$ cat src/rtl/adder_pkg.sv
// Shared types and elaboration helpers for the pipelined
// carry-lookahead adder.
package adder_pkg;

   // Flags that leave the final stage alongside the sum
   typedef struct packed {
      logic cout;
      logic ovf;
   } beat_flags_t;

   // Number of lookahead groups, one per pipeline stage
   function automatic int calc_ng(input int width, input int block);
      return width / block;
   endfunction

   // Width must split into whole, non-empty groups
   function automatic bit split_ok(input int width, input int block);
      return (block > 0) && (width >= block) && (width % block == 0);
   endfunction

endpackage

$ cat src/rtl/pipelined_cla_adder_cla_group.sv
// Combinational BLOCK-bit carry-lookahead group.
// Each carry is a flat sum of generate/propagate products.
module cla_group #(
   parameter int BLOCK = 4
) (
   input  logic [BLOCK-1:0] a,
   input  logic [BLOCK-1:0] b,
   input  logic             ci,
   output logic [BLOCK-1:0] s,
   output logic             co,
   output logic             c_msb
);

   logic [BLOCK-1:0] w_p;
   logic [BLOCK-1:0] w_g;
   logic [BLOCK:0]   w_c;

   assign w_p = a ^ b;
   assign w_g = a & b;

   // Expand every carry as g_i | p_i g_i-1 | ... | p_i..p_0 ci
   always_comb begin
      logic v_t;
      logic v_pp;
      v_t    = 1'b0;
      v_pp   = 1'b0;
      w_c    = '0;
      w_c[0] = ci;
      for (int i = 0; i < BLOCK; i++) begin
         v_t  = w_g[i];
         v_pp = w_p[i];
         for (int j = i - 1; j >= 0; j--) begin
            v_t  = v_t | (v_pp & w_g[j]);
            v_pp = v_pp & w_p[j];
         end
         w_c[i+1] = v_t | (v_pp & ci);
      end
   end

   assign s     = w_p ^ w_c[BLOCK-1:0];
   assign co    = w_c[BLOCK];
   assign c_msb = w_c[BLOCK-1];

endmodule

$ cat src/rtl/pipelined_cla_adder.sv
// Pipelined carry-lookahead adder/subtractor: one BLOCK-bit
// group resolved per stage, global stall on output backpressure.
module pipelined_cla_adder
   import adder_pkg::*;
#(
   parameter int WIDTH = 16,
   parameter int BLOCK = 4
) (
   input  logic             clk,
   input  logic             rst,
   input  logic             in_valid,
   output logic             in_ready,
   input  logic [WIDTH-1:0] a,
   input  logic [WIDTH-1:0] b,
   input  logic             cin,
   input  logic             sub,
   output logic             out_valid,
   input  logic             out_ready,
   output logic [WIDTH-1:0] sum,
   output logic             cout,
   output logic             ovf
);

   localparam int NG = calc_ng(WIDTH, BLOCK);

   if (!split_ok(WIDTH, BLOCK)) begin : g_bad_split
      $error("pipelined_cla_adder: WIDTH must be a multiple of BLOCK");
   end

   logic             w_adv;
   logic [WIDTH-1:0] w_b_eff;
   logic             w_c0;

   // Subtract is a + ~b + ~borrow
   assign w_adv   = !out_valid || out_ready;
   assign in_ready = w_adv;
   assign w_b_eff = sub ? ~b : b;
   assign w_c0    = cin ^ sub;

   // Stage k consumes the lowest remaining operand group; operands
   // are kept right-aligned so the group is always bits [BLOCK-1:0].
   for (genvar k = 0; k < NG; k++) begin : g_st
      localparam int IW = WIDTH - k * BLOCK;
      localparam int SW = (k + 1) * BLOCK;

      logic [IW-1:0]    w_a;
      logic [IW-1:0]    w_b;
      logic             w_ci;
      logic             w_vi;
      logic [BLOCK-1:0] w_s;
      logic             w_co;
      logic             w_cm;
      logic [SW-1:0]    w_s_nx;

      logic             r_v;
      logic [SW-1:0]    r_s;

      if (k == 0) begin : g_head
         assign w_a    = a;
         assign w_b    = w_b_eff;
         assign w_ci   = w_c0;
         assign w_vi   = in_valid;
         assign w_s_nx = w_s;
      end else begin : g_body
         assign w_a    = g_st[k-1].g_mid.r_a;
         assign w_b    = g_st[k-1].g_mid.r_b;
         assign w_ci   = g_st[k-1].g_mid.r_c;
         assign w_vi   = g_st[k-1].r_v;
         assign w_s_nx = {w_s, g_st[k-1].r_s};
      end

      cla_group #(.BLOCK(BLOCK)) u_grp (
         .a     (w_a[BLOCK-1:0]),
         .b     (w_b[BLOCK-1:0]),
         .ci    (w_ci),
         .s     (w_s),
         .co    (w_co),
         .c_msb (w_cm)
      );

      // Valid bit and resolved low sum bits advance together
      always_ff @(posedge clk or posedge rst) begin
         if (rst) begin
            r_v <= 1'b0;
            r_s <= '0;
         end else if (w_adv) begin
            r_v <= w_vi;
            r_s <= w_s_nx;
         end
      end

      if (k < NG - 1) begin : g_mid
         logic [IW-BLOCK-1:0] r_a;
         logic [IW-BLOCK-1:0] r_b;
         logic                r_c;
         logic                w_unused_cm;

         assign w_unused_cm = w_cm;

         // Skew unresolved operand bits and the group carry forward
         always_ff @(posedge clk or posedge rst) begin
            if (rst) begin
               r_a <= '0;
               r_b <= '0;
               r_c <= 1'b0;
            end else if (w_adv) begin
               r_a <= w_a[IW-1:BLOCK];
               r_b <= w_b[IW-1:BLOCK];
               r_c <= w_co;
            end
         end
      end else begin : g_tail
         beat_flags_t r_flags;

         // Final group yields raw carry and signed overflow
         always_ff @(posedge clk or posedge rst) begin
            if (rst) begin
               r_flags <= '0;
            end else if (w_adv) begin
               r_flags <= '{cout: w_co, ovf: w_co ^ w_cm};
            end
         end
      end
   end

   assign out_valid = g_st[NG-1].r_v;
   assign sum       = g_st[NG-1].r_s;
   assign cout      = g_st[NG-1].g_tail.r_flags.cout;
   assign ovf       = g_st[NG-1].g_tail.r_flags.ovf;

endmodule

$ cat config.mk
export PLATFORM = sky130hd
export DESIGN_NAME = pipelined_cla_adder
export DESIGN_NICKNAME = d
export VERILOG_FILES = /design/src/rtl/adder_pkg.sv /design/src/rtl/pipelined_cla_adder_cla_group.sv /design/src/rtl/pipelined_cla_adder.sv
export SDC_FILE = /design/constraint.sdc
export NUM_CORES = 1
export LEC_CHECK = 0
export ABC_AREA = 1
export CAP_MARGIN = 20
export CELL_PAD_IN_SITES_DETAIL_PLACEMENT = 0
export CELL_PAD_IN_SITES_GLOBAL_PLACEMENT = 1
export CORE_UTILIZATION = 35
export CTS_BUF_LIST = sky130_fd_sc_hd__clkbuf_16
export DETAILED_ROUTE_END_ITERATION = 12
export PLACE_DENSITY_LB_ADDON = 0.1
export SKIP_LAST_GASP = 1
export SYNTH_ARGS = -nofsm -noshare
export SYNTH_HDL_FRONTEND = slang
export SYNTH_SLANG_ARGS = --single-unit
$ cat constraint.sdc
create_clock -name clk -period 5 [get_ports clk]
set_input_delay 0.5 -clock clk [delete_from_list [all_inputs] [get_ports clk]]
set_output_delay 0.5 -clock clk [all_outputs]
set_load 0.05 [all_outputs]
==> results.md <==
* Simple logic cell fraction of the synthesized area at 22.33%
* Syn_nets at 578
* Static Leak at 2.751 nW
* GRT Overall Usage at 15.19%
* Final-layout fill cell count at 1309
* Postcts setup bufs at 0
* Initial Util at 35.91%
* Largest family of logic cells by synthesized area: simple AND/OR/NAND/NOR gates
* Layout cells sized above 1 at 4.712%
* Largest fanout on the critical path at 16
* Synth Area in Compound Gates at 7.094%
* Mapped cell area at 4551 µm²
* Post-cts hold buffer count at 0
* Endpoints failing hold at 0
* NumNets Final at 628
* Min Tclk post-route at 2.578 ns
* Worst EP required at 4.50 ns
* Pre-Repair DR Iteration Count at 4
* Max stage delay on crit path at 0.71 ns
* ANT cells at 0
* Post-DP Area at 5235 µm²
* Vias in the first global route at 3242
* Worst hold path type: flop to flop
* Top cell type's share of synthesized area at 53.34%
* Post-DP HPWL at 5.919 mm
* Largest net degree at the start of global routing at 100
* Critical-path cell list: clkdlybuf4s50_1, nor2_4, inv_2, clkdlybuf4s50_1
* Congestion Overflow GR at 0
* Most common cell after layout, fill and taps aside: nand2_1
* Initial antenna violation count at 0
* Starting DRT DRC Count at 135
* First-pass GRT wire length at 15.68 mm
* Xor and xnor area share after synthesis at 4.454%
* Max-cap viol count at 0
* Later-pin clock latency in the skew report at 0.34 ns
* # DRC at 0
* Fin crit share at 51.56%
* Clk buf depth at 2
* Critical path type: input port to output port
* Maximum vdd drop at 0.1799 mV
* CTS buffer count at 9
* WP buf/inv at 3
* CP delay by family, top: buffers and inverters
* Setup Skew at 0.005470 ns
* Post-Synth Adder-Cell Area at 6.709%
* Critical Path Sink Type: output port
* Slew @ Worst Pin at 0.9749 ns
* Pwr/cell area at 651.1 nW/µm²
* Status: completed
* Post-Synthesis Cells at 518
* DR vias/cell at 4.514
* Design area at 5603 µm²
* Slowest-stage cell, CP: clkdlybuf4s50_1
* Die ar. at 13460 µm²
* Synth Register Bits at 97
* Clock slew at reported path FFs at 0.07 ns
* Top post-synthesis cells by area: dfrtp_1, nand2_1, ha_1
* Highest Clock Rate at 387.9 MHz
* Die Ht at 116.0 µm
* Synthesized area per cell at 8.785 µm²
* Fin Hold WS at 0.4665 ns
* Vias at 3363
* Rows at 41
* Routed wire length at 8.948 mm
* Highest-count cells in the layout ignoring fill and taps: nand2_1, dfrtp_1, clkdlybuf4s50_1
* I/O Pins at 58
* CTS H-tree lvls at 3
* CP Launch Type: input port
* Final slew viol count at 0
* RSZ-0062 raised after global routing: no
* Worst Path Arrival at 2.08 ns
* Placeable Area at 12670 µm²
* Area growth syn-to-layout at 23.12%
* Mux cell area share after synthesis at 0%
* Most frequent CP cell: clkdlybuf4s50_1
* Area leader, netlist: dfrtp_1
* CTS tree: yes
* Max_slew headroom at 35.01%
* Chip width at 116.0 µm
* CTS Root Cell: clkbuf_16
* Drt wl/cell at 12.01 µm
* Cts repair resizes at 0
* Sink Count at 97
* PortBufs at 57
* Final TNS setup at 0 ns
* Detail Route Antenna Nets at 0
* Seq/Total Area, Yosys at 53.34%
* Ys Warns at 0
* Endpoints failing setup at 0
* Gpl congestion at 0.7947
* Synth unique cells at 28
[metrics by stage]
stage                     setup slack (ns)  cells  utilization [%]  power [mW]
after floorplan                      1.966    518                -       2.459
after global placement               1.973    728            41.32       2.862
after detailed placement             1.883    728            41.32       2.884
after CTS                            2.264    744            44.10       3.706
after global routing                 2.335    745            44.22       3.974
final                                2.422    745            44.22       3.648
[metal layers]
layer / global-route usage [%] / vias up / wire length, µm
met1: 20.46 / 1564 / 4507
met4: 7.436 / 0 / 184
met3: 3.033 / 12 / 257
met5: 0 / - / 0
li1: - / 1733 / -
met2: 23.41 / 54 / 3998
[synthesized netlist by cell type]
library cell  number
nand2_1          209
dfrtp_1           97
inv_1             39
o21ai_1           39
nand3_1           23
ha_1              18
xnor2_1           15
buf_2             11
a21oi_1           10
nor2_1            10
o21ai_0           10
clkbuf_1           5
xor2_1             5
buf_4              4
fa_1               4
nand3b_1           3
nand4_1            3
buf_6              2
o22ai_1            2
a21oi_2            1
a31oi_1            1
inv_2              1
nand2_2            1
nor2_4             1
nor3b_1            1
or2_1              1
or2_2              1
xor2_4             1
[path summary, 6_finish.rpt]
kind / end / depth (start not counted) / slack (ns) / from
setup reg to reg: g_st[0].g_mid.r_b[7] / 4 / 3.01 / out_valid
hold reg to reg: sum[9] / 2 / 0.47 / g_st[2].r_s[9]
hold / removal: sum[9] / 2 / 0.47 / g_st[2].r_s[9]
min in group asynchronous: sum[10] / 2 / 0.64 / rst
setup / recovery: in_ready / 4 / 2.42 / out_ready
max in group asynchronous: g_st[0].r_s[0] / 3 / 3.39 / rst
[state kept, by name, summed over array words and instances, names as in the netlist]
signal          cells
g_st.g_mid.r_b     24
g_st.r_s           24
cout                1
sum                16
ovf                 1
g_st.r_v            3
g_st.g_mid.r_a     24
out_valid           1
g_st.g_mid.r_c      3
[worst min-delay path: cells and delay by family, from the launching register on]
family | cells | cell delay, ns
flip-flops | 1 | 0.34
AND/OR/NAND/NOR | 2 | 0.09
[final cells by class]
| class | instances | area [µm²] | share of cell area (%) |
|---|---|---|---|
| inverters | 40 | 152.6 | 2.724 |
| clock buffers | 9 | 225.2 | 4.020 |
| repair buffers | 61 | 608.1 | 10.85 |
| well taps | 172 | 215.2 | 3.841 |
| clock inverters | 7 | 127.6 | 2.278 |
| flip-flops and latches | 97 | 2427 | 43.32 |
| multi-input cells | 359 | 1847 | 32.96 |
[power by group]
group | switching (mW) | total [mW] | internal (mW)
registers | 0.193 | 1.33 | 1.13
clock network | 0.309 | 0.804 | 0.495
logic | 0.962 | 1.52 | 0.555
total | 1.46 | 3.65 | 2.18
[kinds of logic (layout without fill, tap and decap cells)]
group / Yosys count / after routing
AOI/OAI and AO/OA: 63 / 63
xor gates and xnor gates: 21 / 21
adders and majority gates: 22 / 22
buffers and inverters: 62 / 117
DFF: 97 / 97
and+or+nand+nor: 253 / 253
Power figures use the tool's default switching activity.
